[config.mk]
export PLATFORM = sky130hd
export DESIGN_NAME = bcd_conv_arbiter
export DESIGN_NICKNAME = d
export VERILOG_FILES = /design/src/rtl/bcd_ctrl_pkg.sv /design/src/rtl/BIN_to_BCD.sv /design/src/rtl/rr_arbiter.sv /design/src/rtl/bcd_conv_arbiter.sv
export SDC_FILE = /design/constraint.sdc
export NUM_CORES = 1
export LEC_CHECK = 0
export ABC_CLOCK_PERIOD_IN_PS = 15950
export BUFFER_PORTS_ARGS = -buffer_cell sky130_fd_sc_hd__clkbuf_2
export CORE_MARGIN = 5
export CORE_UTILIZATION = 45
export CTS_CLUSTER_DIAMETER = 150
export DETAILED_ROUTE_END_ITERATION = 7
export PLACE_DENSITY = 0.69
export SLEW_MARGIN = 25
export SYNTH_ARGS = -nofsm -noshare
export SYNTH_HDL_FRONTEND = slang
export SYNTH_SLANG_ARGS = --single-unit
[constraint.sdc]
create_clock -name clk -period 15.95 [get_ports clk]
set_input_delay 1.595 -clock clk [delete_from_list [all_inputs] [get_ports clk]]
set_output_delay 1.595 -clock clk [all_outputs]
set_load 0.1 [all_outputs]
[src/rtl/bcd_ctrl_pkg.sv]
// Shared constants and helpers for the BCD converter arbiter.
package bcd_ctrl_pkg;

  localparam logic [3:0] BCD_SIGN_POS = 4'hC;
  localparam logic [3:0] BCD_SIGN_NEG = 4'hA;
  localparam logic [3:0] BCD_SIGN_OVF = 4'hB;

  // Widest requester set the round-robin helper supports.
  localparam int unsigned RR_MAX   = 8;
  localparam int unsigned RR_IDX_W = 3;

  typedef struct packed {
    logic                found;
    logic [RR_IDX_W-1:0] idx;
  } rr_pick_t;

  // Index width for n requesters, never narrower than one bit.
  function automatic int unsigned id_width(input int unsigned n);
    return (n <= 2) ? 1 : $clog2(n);
  endfunction

  // First set bit of valid at or after ptr, searched cyclically over n entries.
  function automatic rr_pick_t rr_pick(input logic [RR_MAX-1:0]   valid,
                                       input logic [RR_IDX_W-1:0] ptr,
                                       input int unsigned         n);
    rr_pick_t    r;
    int unsigned j;
    r = '0;
    for (int unsigned i = 0; i < RR_MAX; i++) begin
      j = 32'(ptr) + i;
      if (j >= n) j = j - n;
      if (i < n && !r.found && valid[j[RR_IDX_W-1:0]]) begin
        r.found = 1'b1;
        r.idx   = j[RR_IDX_W-1:0];
      end
    end
    return r;
  endfunction

endpackage

[src/rtl/BIN_to_BCD.sv]
// Combinational binary-to-BCD converter (shift/add-3) with a sign nibble on top.
// Magnitudes above 10^(DIGITS-1)-1 keep only their low decimal digits.
module BIN_to_BCD
  import bcd_ctrl_pkg::*;
#(
  parameter int unsigned BITS   = 16,
  parameter int unsigned DIGITS = 6
) (
  input  logic [BITS-1:0]     bin_i,
  input  logic                sign_i,
  input  logic                over_i,
  input  logic                com_i,
  output logic [4*DIGITS-1:0] bcd_o
);

  localparam int unsigned MAG_W = 4 * (DIGITS - 1);

  logic [MAG_W-1:0] mag;
  logic [3:0]       sign_nib;

  // Double-dabble: correct each nibble before every shift of a new bit.
  always_comb begin
    mag = '0;
    for (int i = BITS - 1; i >= 0; i--) begin
      for (int d = 0; d < DIGITS - 1; d++) begin
        if (mag[4*d +: 4] >= 4'd5) mag[4*d +: 4] = mag[4*d +: 4] + 4'd3;
      end
      mag = {mag[MAG_W-2:0], bin_i[i]};
    end
  end

  // Sign code priority: complemented overflow, then negative, else positive.
  always_comb begin
    sign_nib = BCD_SIGN_POS;
    if (com_i && over_i) sign_nib = BCD_SIGN_OVF;
    else if (sign_i)     sign_nib = BCD_SIGN_NEG;
  end

  assign bcd_o = {sign_nib, mag};

endmodule

[src/rtl/rr_arbiter.sv]
// Round-robin pointer and one-hot grant for the shared converter.
module rr_arbiter
  import bcd_ctrl_pkg::*;
#(
  parameter int unsigned REQS = 4,
  parameter int unsigned IDW  = id_width(REQS)
) (
  input  logic            clk,
  input  logic            rst,
  input  logic [REQS-1:0] valid_i,
  input  logic            en_i,
  output logic [REQS-1:0] grant_o,
  output logic [IDW-1:0]  idx_o,
  output logic            found_o
);

  logic [IDW-1:0] ptr_q;
  logic [IDW-1:0] ptr_d;
  rr_pick_t       pick;

  // Winner search and pointer advance past the granted index.
  always_comb begin
    pick    = rr_pick(RR_MAX'(valid_i), RR_IDX_W'(ptr_q), REQS);
    idx_o   = IDW'(pick.idx);
    found_o = pick.found;
    grant_o = '0;
    ptr_d   = ptr_q;
    if (pick.found && en_i) begin
      grant_o = REQS'(1) << idx_o;
      ptr_d   = (idx_o == IDW'(REQS - 1)) ? '0 : idx_o + IDW'(1);
    end
  end

  // Pointer register.
  always_ff @(posedge clk) begin
    if (rst) ptr_q <= '0;
    else     ptr_q <= ptr_d;
  end

endmodule

[src/rtl/bcd_conv_arbiter.sv]
// Shares one BIN_to_BCD among REQS requesters with round-robin arbitration and
// a back-pressurable registered result tagged with the requester index.
// Optional macro BCD_CONV_PIPE_EN adds a stage-1 register ahead of the converter.
module bcd_conv_arbiter
  import bcd_ctrl_pkg::*;
#(
  parameter int unsigned BITS   = 16,
  parameter int unsigned DIGITS = 6,
  parameter int unsigned REQS   = 4
) (
  input  logic                       clk,
  input  logic                       rst,
  input  logic [REQS-1:0]            req_valid,
  output logic [REQS-1:0]            req_ready,
  input  logic [REQS-1:0][BITS-1:0]  req_bin,
  input  logic [REQS-1:0]            req_sign,
  input  logic [REQS-1:0]            req_over,
  input  logic [REQS-1:0]            req_com,
  output logic                       out_valid,
  input  logic                       out_ready,
  output logic [4*DIGITS-1:0]        out_bcd,
  output logic [id_width(REQS)-1:0]  out_id
);

  localparam int unsigned IDW   = id_width(REQS);
  localparam int unsigned BCD_W = 4 * DIGITS;

  logic [REQS-1:0]  grant;
  logic [IDW-1:0]   win_idx;
  logic             win_found;
  logic             can_accept;
  logic             accept;
  logic             load_out;
  logic [BITS-1:0]  cv_bin;
  logic             cv_sign, cv_over, cv_com;
  logic [IDW-1:0]   cv_id;
  logic [BCD_W-1:0] cv_bcd;

  logic             out_valid_q;
  logic [BCD_W-1:0] out_bcd_q;
  logic [IDW-1:0]   out_id_q;

  rr_arbiter #(.REQS(REQS), .IDW(IDW)) u_arb (
    .clk     (clk),
    .rst     (rst),
    .valid_i (req_valid),
    .en_i    (can_accept),
    .grant_o (grant),
    .idx_o   (win_idx),
    .found_o (win_found)
  );

  assign req_ready = grant;
  assign accept    = win_found && can_accept;

`ifdef BCD_CONV_PIPE_EN
  logic            s1_valid_q;
  logic [BITS-1:0] s1_bin_q;
  logic            s1_sign_q, s1_over_q, s1_com_q;
  logic [IDW-1:0]  s1_id_q;
  logic            s1_adv;

  assign s1_adv     = !out_valid_q || out_ready;
  assign can_accept = !rst && (!s1_valid_q || s1_adv);
  assign load_out   = s1_valid_q && s1_adv;

  // Stage-1 capture of the granted operand; empties when it moves on.
  always_ff @(posedge clk) begin
    if (rst) begin
      s1_valid_q <= 1'b0;
      s1_bin_q   <= '0;
      s1_sign_q  <= 1'b0;
      s1_over_q  <= 1'b0;
      s1_com_q   <= 1'b0;
      s1_id_q    <= '0;
    end else if (accept) begin
      s1_valid_q <= 1'b1;
      s1_bin_q   <= req_bin[win_idx];
      s1_sign_q  <= req_sign[win_idx];
      s1_over_q  <= req_over[win_idx];
      s1_com_q   <= req_com[win_idx];
      s1_id_q    <= win_idx;
    end else if (s1_adv) begin
      s1_valid_q <= 1'b0;
    end
  end

  assign cv_bin  = s1_bin_q;
  assign cv_sign = s1_sign_q;
  assign cv_over = s1_over_q;
  assign cv_com  = s1_com_q;
  assign cv_id   = s1_id_q;
`else
  assign can_accept = !rst && (!out_valid_q || out_ready);
  assign load_out   = accept;
  assign cv_bin     = req_bin[win_idx];
  assign cv_sign    = req_sign[win_idx];
  assign cv_over    = req_over[win_idx];
  assign cv_com     = req_com[win_idx];
  assign cv_id      = win_idx;
`endif

  BIN_to_BCD #(.BITS(BITS), .DIGITS(DIGITS)) u_conv (
    .bin_i  (cv_bin),
    .sign_i (cv_sign),
    .over_i (cv_over),
    .com_i  (cv_com),
    .bcd_o  (cv_bcd)
  );

  // Output register: reload on new result, hold under backpressure, clear on drain.
  always_ff @(posedge clk) begin
    if (rst) begin
      out_valid_q <= 1'b0;
      out_bcd_q   <= '0;
      out_id_q    <= '0;
    end else if (load_out) begin
      out_valid_q <= 1'b1;
      out_bcd_q   <= cv_bcd;
      out_id_q    <= cv_id;
    end else if (out_ready) begin
      out_valid_q <= 1'b0;
    end
  end

  assign out_valid = out_valid_q;
  assign out_bcd   = out_bcd_q;
  assign out_id    = out_id_q;

endmodule

* Yosys cells after proc, flatten, opt, wreduce, memory -nomap -nowiden *
Cells that the tools add are included.

cells by class
  $add $sub $neg = 43
  order comparisons = 44
  eq/ne operators = 1
  shift operators = 1
  muxes and demuxes = 65
  reduce and logical (&&, ||, !) cells = 13

operator list
  kind                   number
  $mux W4                40
  $add A4 B2 Y4 const B  30
  $ge A4 B3 Y1 const B   30
  $ge A32 B3 Y1 const B  3
  $bmux W16 S2           1
  $mux W3                6
  $add A3 B2 Y4 const B  4
  $lt A3 B4 Y1 const B   4
  $mux W16               1
  $ge A3 B3 Y1 const B   5
  $bmux W1 S3            4
  $mux W1                9
  $sub A3 B3 Y3 const B  3
  $add A2 B2 Y3 const B  2
  $bmux W1 S2            3
  $logic_and A1 B1 Y1    6
  $logic_not A1 Y1       5
  $shl A1 B2 Y4 const A  1
  $add A2 B1 Y3 const B  1
  $add A3 B2 Y3 const B  1
  $ge A2 B3 Y1 const B   1
  $lt A2 B3 Y1 const B   1
  $sub A2 B3 Y3 const B  1
  $add A2 B1 Y2 const B  1
  other kinds (4)        4

word-level totals
  register bits after elaboration = 29
  bits of input ports = 83
  output and inout port bits = 31
  word-level logic and storage cells = 171

* Depth between registers and ports, before layout *
  word-level depth = 42
  depth in mapped cells = 71
  mapped depth without buffers = 70

* Hierarchy *
Synthesis repeated with hierarchy kept, for this count alone.

second synthesis, totals
  cells, all modules = 1090
  area, all modules = 7876.3 um2

modules (own cells, without submodules)
  module            instances  cells each  area an instance (um2)  sequential area each (um2)
  BIN_to_BCD        1          916         5919.4                  0.0
  bcd_conv_arbiter  1          142         1709.1                  540.5
  rr_arbiter        1          32          247.7                   40.0

* Worst setup path after synthesis *
Ideal clock, no wire load.

  path type = input port to flip-flop
  start = input req_valid[2]
  end = register out_bcd_q[2] (netlist: out_bcd[2])
  library setup time = 0.130 ns
  arrival = 15.070 ns
  data required time = 15.820 ns
  setup slack = 0.750 ns
  cell stages on the path = 68
  path buffers = 1
  path through = nor2b_1 > or4b_4 > a21bo_1 > a32oi_4 > inv_1 > ha_1 > o21ai_0 > xnor2_1 > ha_1 > nand2b_1 > and2_1 > a32o_1 > nor2_1 > inv_2 > ha_1 > nor2b_1 > o31a_1 > buf_4 > [32 not listed] > and2_1 > xnor2_1 > ha_1 > nand2b_1 > a311oi_2 > xnor2_1 > ha_1 > nor2b_1 > o21a_1 > xnor2_1 > ha_1 > nand2b_1 > a21oi_1 > mux2_2 > nand2b_1 > a21oi_1 > a31oi_1 > o21ai_0

on the way
  longest elaborated chain between the ends = 40
  elaborated cells on any way between the ends = 60
  classes of those cells = 13 x add/sub; 13 x order compare; 27 x mux; 7 x reduce/logical

ends and longest elaborated chain
  item                                                  line                     RTL
  start: declaration                                    bcd_conv_arbiter.sv:13   input logic [REQS-1:0] req_valid,
  $bmux W1 S3                                           bcd_ctrl_pkg.sv:32       if (i < n && !r.found && valid[j[RR_IDX_W-1:0]]) begin
  $mux W1 (not written as such)                         bcd_ctrl_pkg.sv:32
  $mux W4                                               bcd_ctrl_pkg.sv:32
  $logic_not A1 Y1                                      bcd_ctrl_pkg.sv:32
  $logic_and A1 B1 Y1                                   bcd_ctrl_pkg.sv:32
  $mux W4                                               bcd_ctrl_pkg.sv:32
  $logic_not A1 Y1                                      bcd_ctrl_pkg.sv:32
  $logic_and A1 B1 Y1                                   bcd_ctrl_pkg.sv:32
  [24 not listed]                                       -
  $ge A4 B3 Y1 / $add A4 B2 Y4 (equally long branches)  BIN_to_BCD.sv:26         if (mag[4*d +: 4] >= 4'd5) mag[4*d +: 4] = mag[4*d +: 4] + 4'd3;
  $mux W4                                               BIN_to_BCD.sv:26
  $add A4 B2 Y4 / $ge A4 B3 Y1 (equally long branches)  BIN_to_BCD.sv:26
  $mux W4                                               BIN_to_BCD.sv:26
  $ge A4 B3 Y1 / $add A4 B2 Y4 (equally long branches)  BIN_to_BCD.sv:26
  $mux W4                                               BIN_to_BCD.sv:26
  $add A4 B2 Y4 / $ge A4 B3 Y1 (equally long branches)  BIN_to_BCD.sv:26
  $mux W4                                               BIN_to_BCD.sv:26
  end signal: assignment                                bcd_conv_arbiter.sv:119  out_bcd_q <= cv_bcd;
  end: declaration                                      bcd_conv_arbiter.sv:40   logic [BCD_W-1:0] out_bcd_q;

Every way passes the cells marked *; elsewhere a longest branch is shown, timed or not. The select of a mux whose other input is x is not followed.
A chain may end at the register's enable or synchronous reset.

* Final worst setup path *
  start = input req_valid[0]
  end = register out_bcd_q[2] (netlist: out_bcd[2])

The elaborated chain is that of the path after synthesis.

==> impl_metrics.prom <==
# TYPE chip_impl_metric gauge
chip_impl_info{name="min_to",value="out_bcd[19]"} 1
chip_impl_metric{name="rr_worst_depth",unit=""} 66
chip_impl_metric{name="synth_fa_ha_area_frac",unit=""} 0.09971
chip_impl_metric{name="worst_path_largest_cell_delay",unit="ns"} 0.60
chip_impl_info{name="critical_r2r_capture",value="out_bcd[2]"} 1
chip_impl_metric{name="h_tree_levels",unit=""} 2
chip_impl_metric{name="setup_violations",unit=""} 0
chip_impl_metric{name="drc",unit=""} 0
chip_impl_metric{name="vias",unit=""} 6843
chip_impl_metric{name="die_h",unit="um"} 129.3
chip_impl_metric{name="dp.cells",unit=""} 1176
chip_impl_info{name="critPathKind",value="in2reg"} 1
chip_impl_metric{name="worst_setup_slack_before_clock_tree_synthesis",unit="ns"} -0.2980
chip_impl_metric{name="final.min_clock_period",unit="ns"} 15.12
chip_impl_metric{name="synth-simple-area-share",unit=""} 0.2927
chip_impl_metric{name="cts_buffers",unit=""} 5
chip_impl_metric{name="worst_endpoint_data_arrival_time",unit="ns"} 15.27
chip_impl_metric{name="io_pins",unit=""} 114
chip_impl_metric{name="grt.overflow.total",unit=""} 0
chip_impl_metric{name="routabilityCongestion",unit=""} 0.8629
chip_impl_info{name="min_path_type",value="reg2reg"} 1
chip_impl_info{name="critical_path.slowest_cell",value="sky130_fd_sc_hd__or4b_4"} 1
chip_impl_metric{name="ys_seq_elements",unit=""} 29
chip_impl_metric{name="multiplexer_share_of_the_synthesized_area",unit=""} 0.08602
chip_impl_metric{name="io_buffers",unit=""} 113
chip_impl_info{name="clockRootBuffer",value="sky130_fd_sc_hd__clkbuf_16"} 1
chip_impl_info{name="critical_path.most_common_cell",value="sky130_fd_sc_hd__ha_1"} 1
chip_impl_info{name="cts_tree",value="done"} 1
chip_impl_metric{name="max-clock-path-buffers",unit=""} 2
chip_impl_metric{name="cts_hold_buffers",unit=""} 0
chip_impl_metric{name="min_path_cells",unit=""} 2
chip_impl_metric{name="antenna_found_initial",unit=""} 0
chip_impl_metric{name="rows",unit=""} 43
chip_impl_metric{name="final-hold-violation-count",unit=""} 0
chip_impl_metric{name="design.core.area",unit="um^2"} 13930
chip_impl_metric{name="cap_violations",unit=""} 0
chip_impl_metric{name="chipWidth",unit="um"} 129.3
chip_impl_info{name="largest_family_of_logic_cells_by_synthesized_area",value="compound AO/OA/AOI/OAI gates"} 1
chip_impl_metric{name="n_antenna_cell",unit=""} 0
chip_impl_metric{name="worst_ep_required_time",unit="ns"} 16.10
chip_impl_info{name="worst_reg2reg_startpoint",value="u_arb.ptr_q[1]"} 1
chip_impl_metric{name="regToRegSetupSlack",unit="ns"} 1.89
chip_impl_metric{name="path_max_fanout",unit=""} 11
chip_impl_metric{name="timing.clock.skew",unit="ns"} 0.006260
chip_impl_metric{name="dieArea",unit="um^2"} 16710
chip_impl_metric{name="final_nets",unit=""} 1149
chip_impl_metric{name="portion_of_the_post_synthesis_area_used_by_sequential_elements",unit=""} 0.09071
chip_impl_info{name="synth.largest_area_cell",value="sky130_fd_sc_hd__ha_1"} 1
chip_impl_metric{name="synth_top_area_share",unit=""} 0.09971
chip_impl_metric{name="maximum_number_of_pins_on_one_net_before_global_route_repair",unit=""} 35
chip_impl_metric{name="achievable-frequency",unit="MHz"} 66.14
chip_impl_metric{name="postSynthNetCount",unit=""} 1031
chip_impl_metric{name="numClockSinks",unit=""} 29
chip_impl_metric{name="syn2layout_area_growth",unit="%"} 17.89
chip_impl_metric{name="grt_util_all_layers",unit=""} 0.1820
chip_impl_metric{name="total_routed_length",unit="um"} 16170
chip_impl_info{name="layout_common_cells",value="sky130_fd_sc_hd__clkbuf_2, sky130_fd_sc_hd__nand2_1, sky130_fd_sc_hd__nand3_1"} 1
chip_impl_info{name="layout_commonest_cell",value="sky130_fd_sc_hd__clkbuf_2"} 1
chip_impl_metric{name="syn-mean-instance-area",unit="um^2"} 7.135
chip_impl_metric{name="max-slew-margin-rel",unit=""} 0.4494
chip_impl_info{name="status",value="complete, no violations"} 1
chip_impl_info{name="postSynth.topFlopCell",value="sky130_fd_sc_hd__dfxtp_1"} 1
chip_impl_info{name="nature_of_the_critical_path_startpoint",value="primary input"} 1
chip_impl_metric{name="hpwl_after_dpl",unit="um"} 12650
chip_impl_metric{name="fraction_of_synthesis_flops_using_an_asynchronous_set_or_reset_pin",unit=""} 0
chip_impl_metric{name="post_drt_wl_per_cell",unit="um"} 13.52
chip_impl_metric{name="drtAntennaViolNets",unit=""} 0
chip_impl_info{name="timing.hold.worst.start",value="out_bcd[19]"} 1
chip_impl_metric{name="initial_core_util",unit=""} 0.4593
chip_impl_metric{name="vias_in_the_first_global_route",unit=""} 6267
chip_impl_metric{name="synth_compound_area_frac",unit=""} 0.3435
chip_impl_metric{name="finalWorstSetupSlack",unit="ns"} 0.8311
chip_impl_metric{name="dr.first_iter.drc_count",unit=""} 352
chip_impl_metric{name="clkTransAtPathRegs",unit="ns"} 0.05
chip_impl_metric{name="xor_and_xnor_fraction_of_the_mapped_netlist_area",unit=""} 0.03343
chip_impl_metric{name="number_of_enable_type_register_cells_in_the_synthesized_netlist",unit=""} 0
chip_impl_metric{name="post-route-period-util",unit=""} 0.9479
chip_impl_metric{name="fraction_of_layout_instances_using_a_drive_strength_above_1",unit=""} 0.2520
chip_impl_metric{name="syn-cell-area",unit="um^2"} 6400
chip_impl_metric{name="viasPerCell",unit=""} 5.722
chip_impl_metric{name="detailedRoute.firstPassIterationCount",unit=""} 5
chip_impl_metric{name="synth_warnings",unit=""} 0
chip_impl_metric{name="worst-slew-pin-transition",unit="ns"} 0.8231
chip_impl_info{name="yosys-top-cells-area",value="sky130_fd_sc_hd__ha_1, sky130_fd_sc_hd__dfxtp_1, sky130_fd_sc_hd__nand2_1"} 1
chip_impl_metric{name="final_cell_count_no_fill",unit=""} 1196
chip_impl_metric{name="finish.instance_area",unit="um^2"} 7545
chip_impl_metric{name="insertion_delay",unit="ns"} 0.27
chip_impl_metric{name="first_pass_grt_wire_length",unit="um"} 27030
chip_impl_metric{name="netlist-cell-type-count",unit=""} 101
chip_impl_info{name="cp-end-kind",value="flop"} 1
chip_impl_metric{name="synth_cells",unit=""} 897
chip_impl_metric{name="placed_area",unit="um^2"} 7177
chip_impl_metric{name="final_max_slew_viol_count",unit=""} 0
==> how the worst max path moves through the flow <==
| stage | from | end | cells after the start |
|---|---|---|---|
| after floorplan | req_valid[2] | out_bcd[2] | 68 |
| after global placement | req_valid[2] | out_bcd[2] | 68 |
| after detailed placement | req_valid[2] | out_bcd[2] | 68 |
| after CTS | req_valid[2] | out_bcd[2] | 67 |
| after global routing | req_valid[0] | out_bcd[1] | 68 |
| final | req_valid[0] | out_bcd[2] | 68 |
==> registers in the layout (all words and copies together), names as in the netlist <==
name / count
out_bcd: 24
out_id: 2
u_arb.ptr_q: 2
out_valid: 1
==> metrics by stage <==
step | hold WS, ns | TNS [ns] | utilization
3_5_place_dp | 0.4383 | -1.299 | 0.5150
6_report | 0.4552 | 0 | 0.5414
3_3_place_gp | 0.4333 | 0 | 0.5150
2_1_floorplan | 0.5288 | 0 | -
5_1_grt | 0.4781 | -0.9554 | 0.5414
4_1_cts | 0.4579 | 0 | 0.5269
==> timing repair <==
item / CTS / global route
endpoints found under the hold margin: 0 / 0
setup endpoints to repair: 3 / 17
pin swaps: 0 / 7
buffers inserted: 0 / 12
resized for setup: 1 / 25
==> routing by layer <==
metal	up-vias	track usage	share of wire
met5	-	0	0
met4	0	0.01482	0.0030
met3	2	0.01237	0.032
met2	113	0.3201	0.47
met1	3144	0.2546	0.49
li1	3584	-	-
==> critical path, delay by kind of cell <==
kind / cells / cell delay [ns]
buffers and inverters: 4 / 0.43
AND/OR/NAND/NOR: 22 / 4.38
AO/OA/AOI/OAI: 19 / 3.81
XOR/XNOR: 8 / 1.45
adder cells (fa/ha/maj): 12 / 2.77
multiplexers: 3 / 0.84
==> kinds of logic (layout without fill, tap and decap cells) <==
group	after synthesis	after routing
flops	29	29
buf+inv	89	208
compound gates	287	287
fa+ha+maj	51	51
simple gates	371	371
mux	49	49
xor+xnor	21	21
==> final cells by class <==
class                           count  area [um^2]
Clock buffer                        7        152.6
Tap cell                          180        225.2
Sequential cell                    29        580.6
Fill cell                        1378         6390
Inverter                           63        236.5
Multi-Input combinational cell    779         5599
Clock inverter                      1        5.005
Timing Repair Buffer              137        745.7
==> synth_stat cells (5+ instances only) <==
library cell	number
sky130_fd_sc_hd__a21oi_1	55
sky130_fd_sc_hd__nor2_1	63
sky130_fd_sc_hd__a31oi_1	14
sky130_fd_sc_hd__nand2b_1	17
sky130_fd_sc_hd__and2_1	14
sky130_fd_sc_hd__or3_1	12
sky130_fd_sc_hd__a221oi_1	8
sky130_fd_sc_hd__a211oi_1	9
sky130_fd_sc_hd__o211a_1	6
sky130_fd_sc_hd__nand3_1	63
sky130_fd_sc_hd__a211o_1	10
sky130_fd_sc_hd__ha_1	51
sky130_fd_sc_hd__a22oi_1	5
sky130_fd_sc_hd__buf_2	6
sky130_fd_sc_hd__o21a_1	7
sky130_fd_sc_hd__o21ai_0	38
sky130_fd_sc_hd__nor3_1	24
sky130_fd_sc_hd__o211ai_1	21
sky130_fd_sc_hd__inv_1	56
sky130_fd_sc_hd__nand4_1	6
sky130_fd_sc_hd__a21o_1	12
sky130_fd_sc_hd__mux2_2	18
sky130_fd_sc_hd__nor3b_1	6
sky130_fd_sc_hd__mux2i_1	23
sky130_fd_sc_hd__nand2_1	105
sky130_fd_sc_hd__and3_1	7
sky130_fd_sc_hd__xnor2_1	13
sky130_fd_sc_hd__nor4_1	6
sky130_fd_sc_hd__inv_2	7
sky130_fd_sc_hd__o21ai_1	16
sky130_fd_sc_hd__clkbuf_1	18
sky130_fd_sc_hd__nor2b_1	19
sky130_fd_sc_hd__dfxtp_1	29
Power is left out: the tool's default activity adds up to more than one toggle a clock period on the data nets, which glitch-free logic cannot reach.
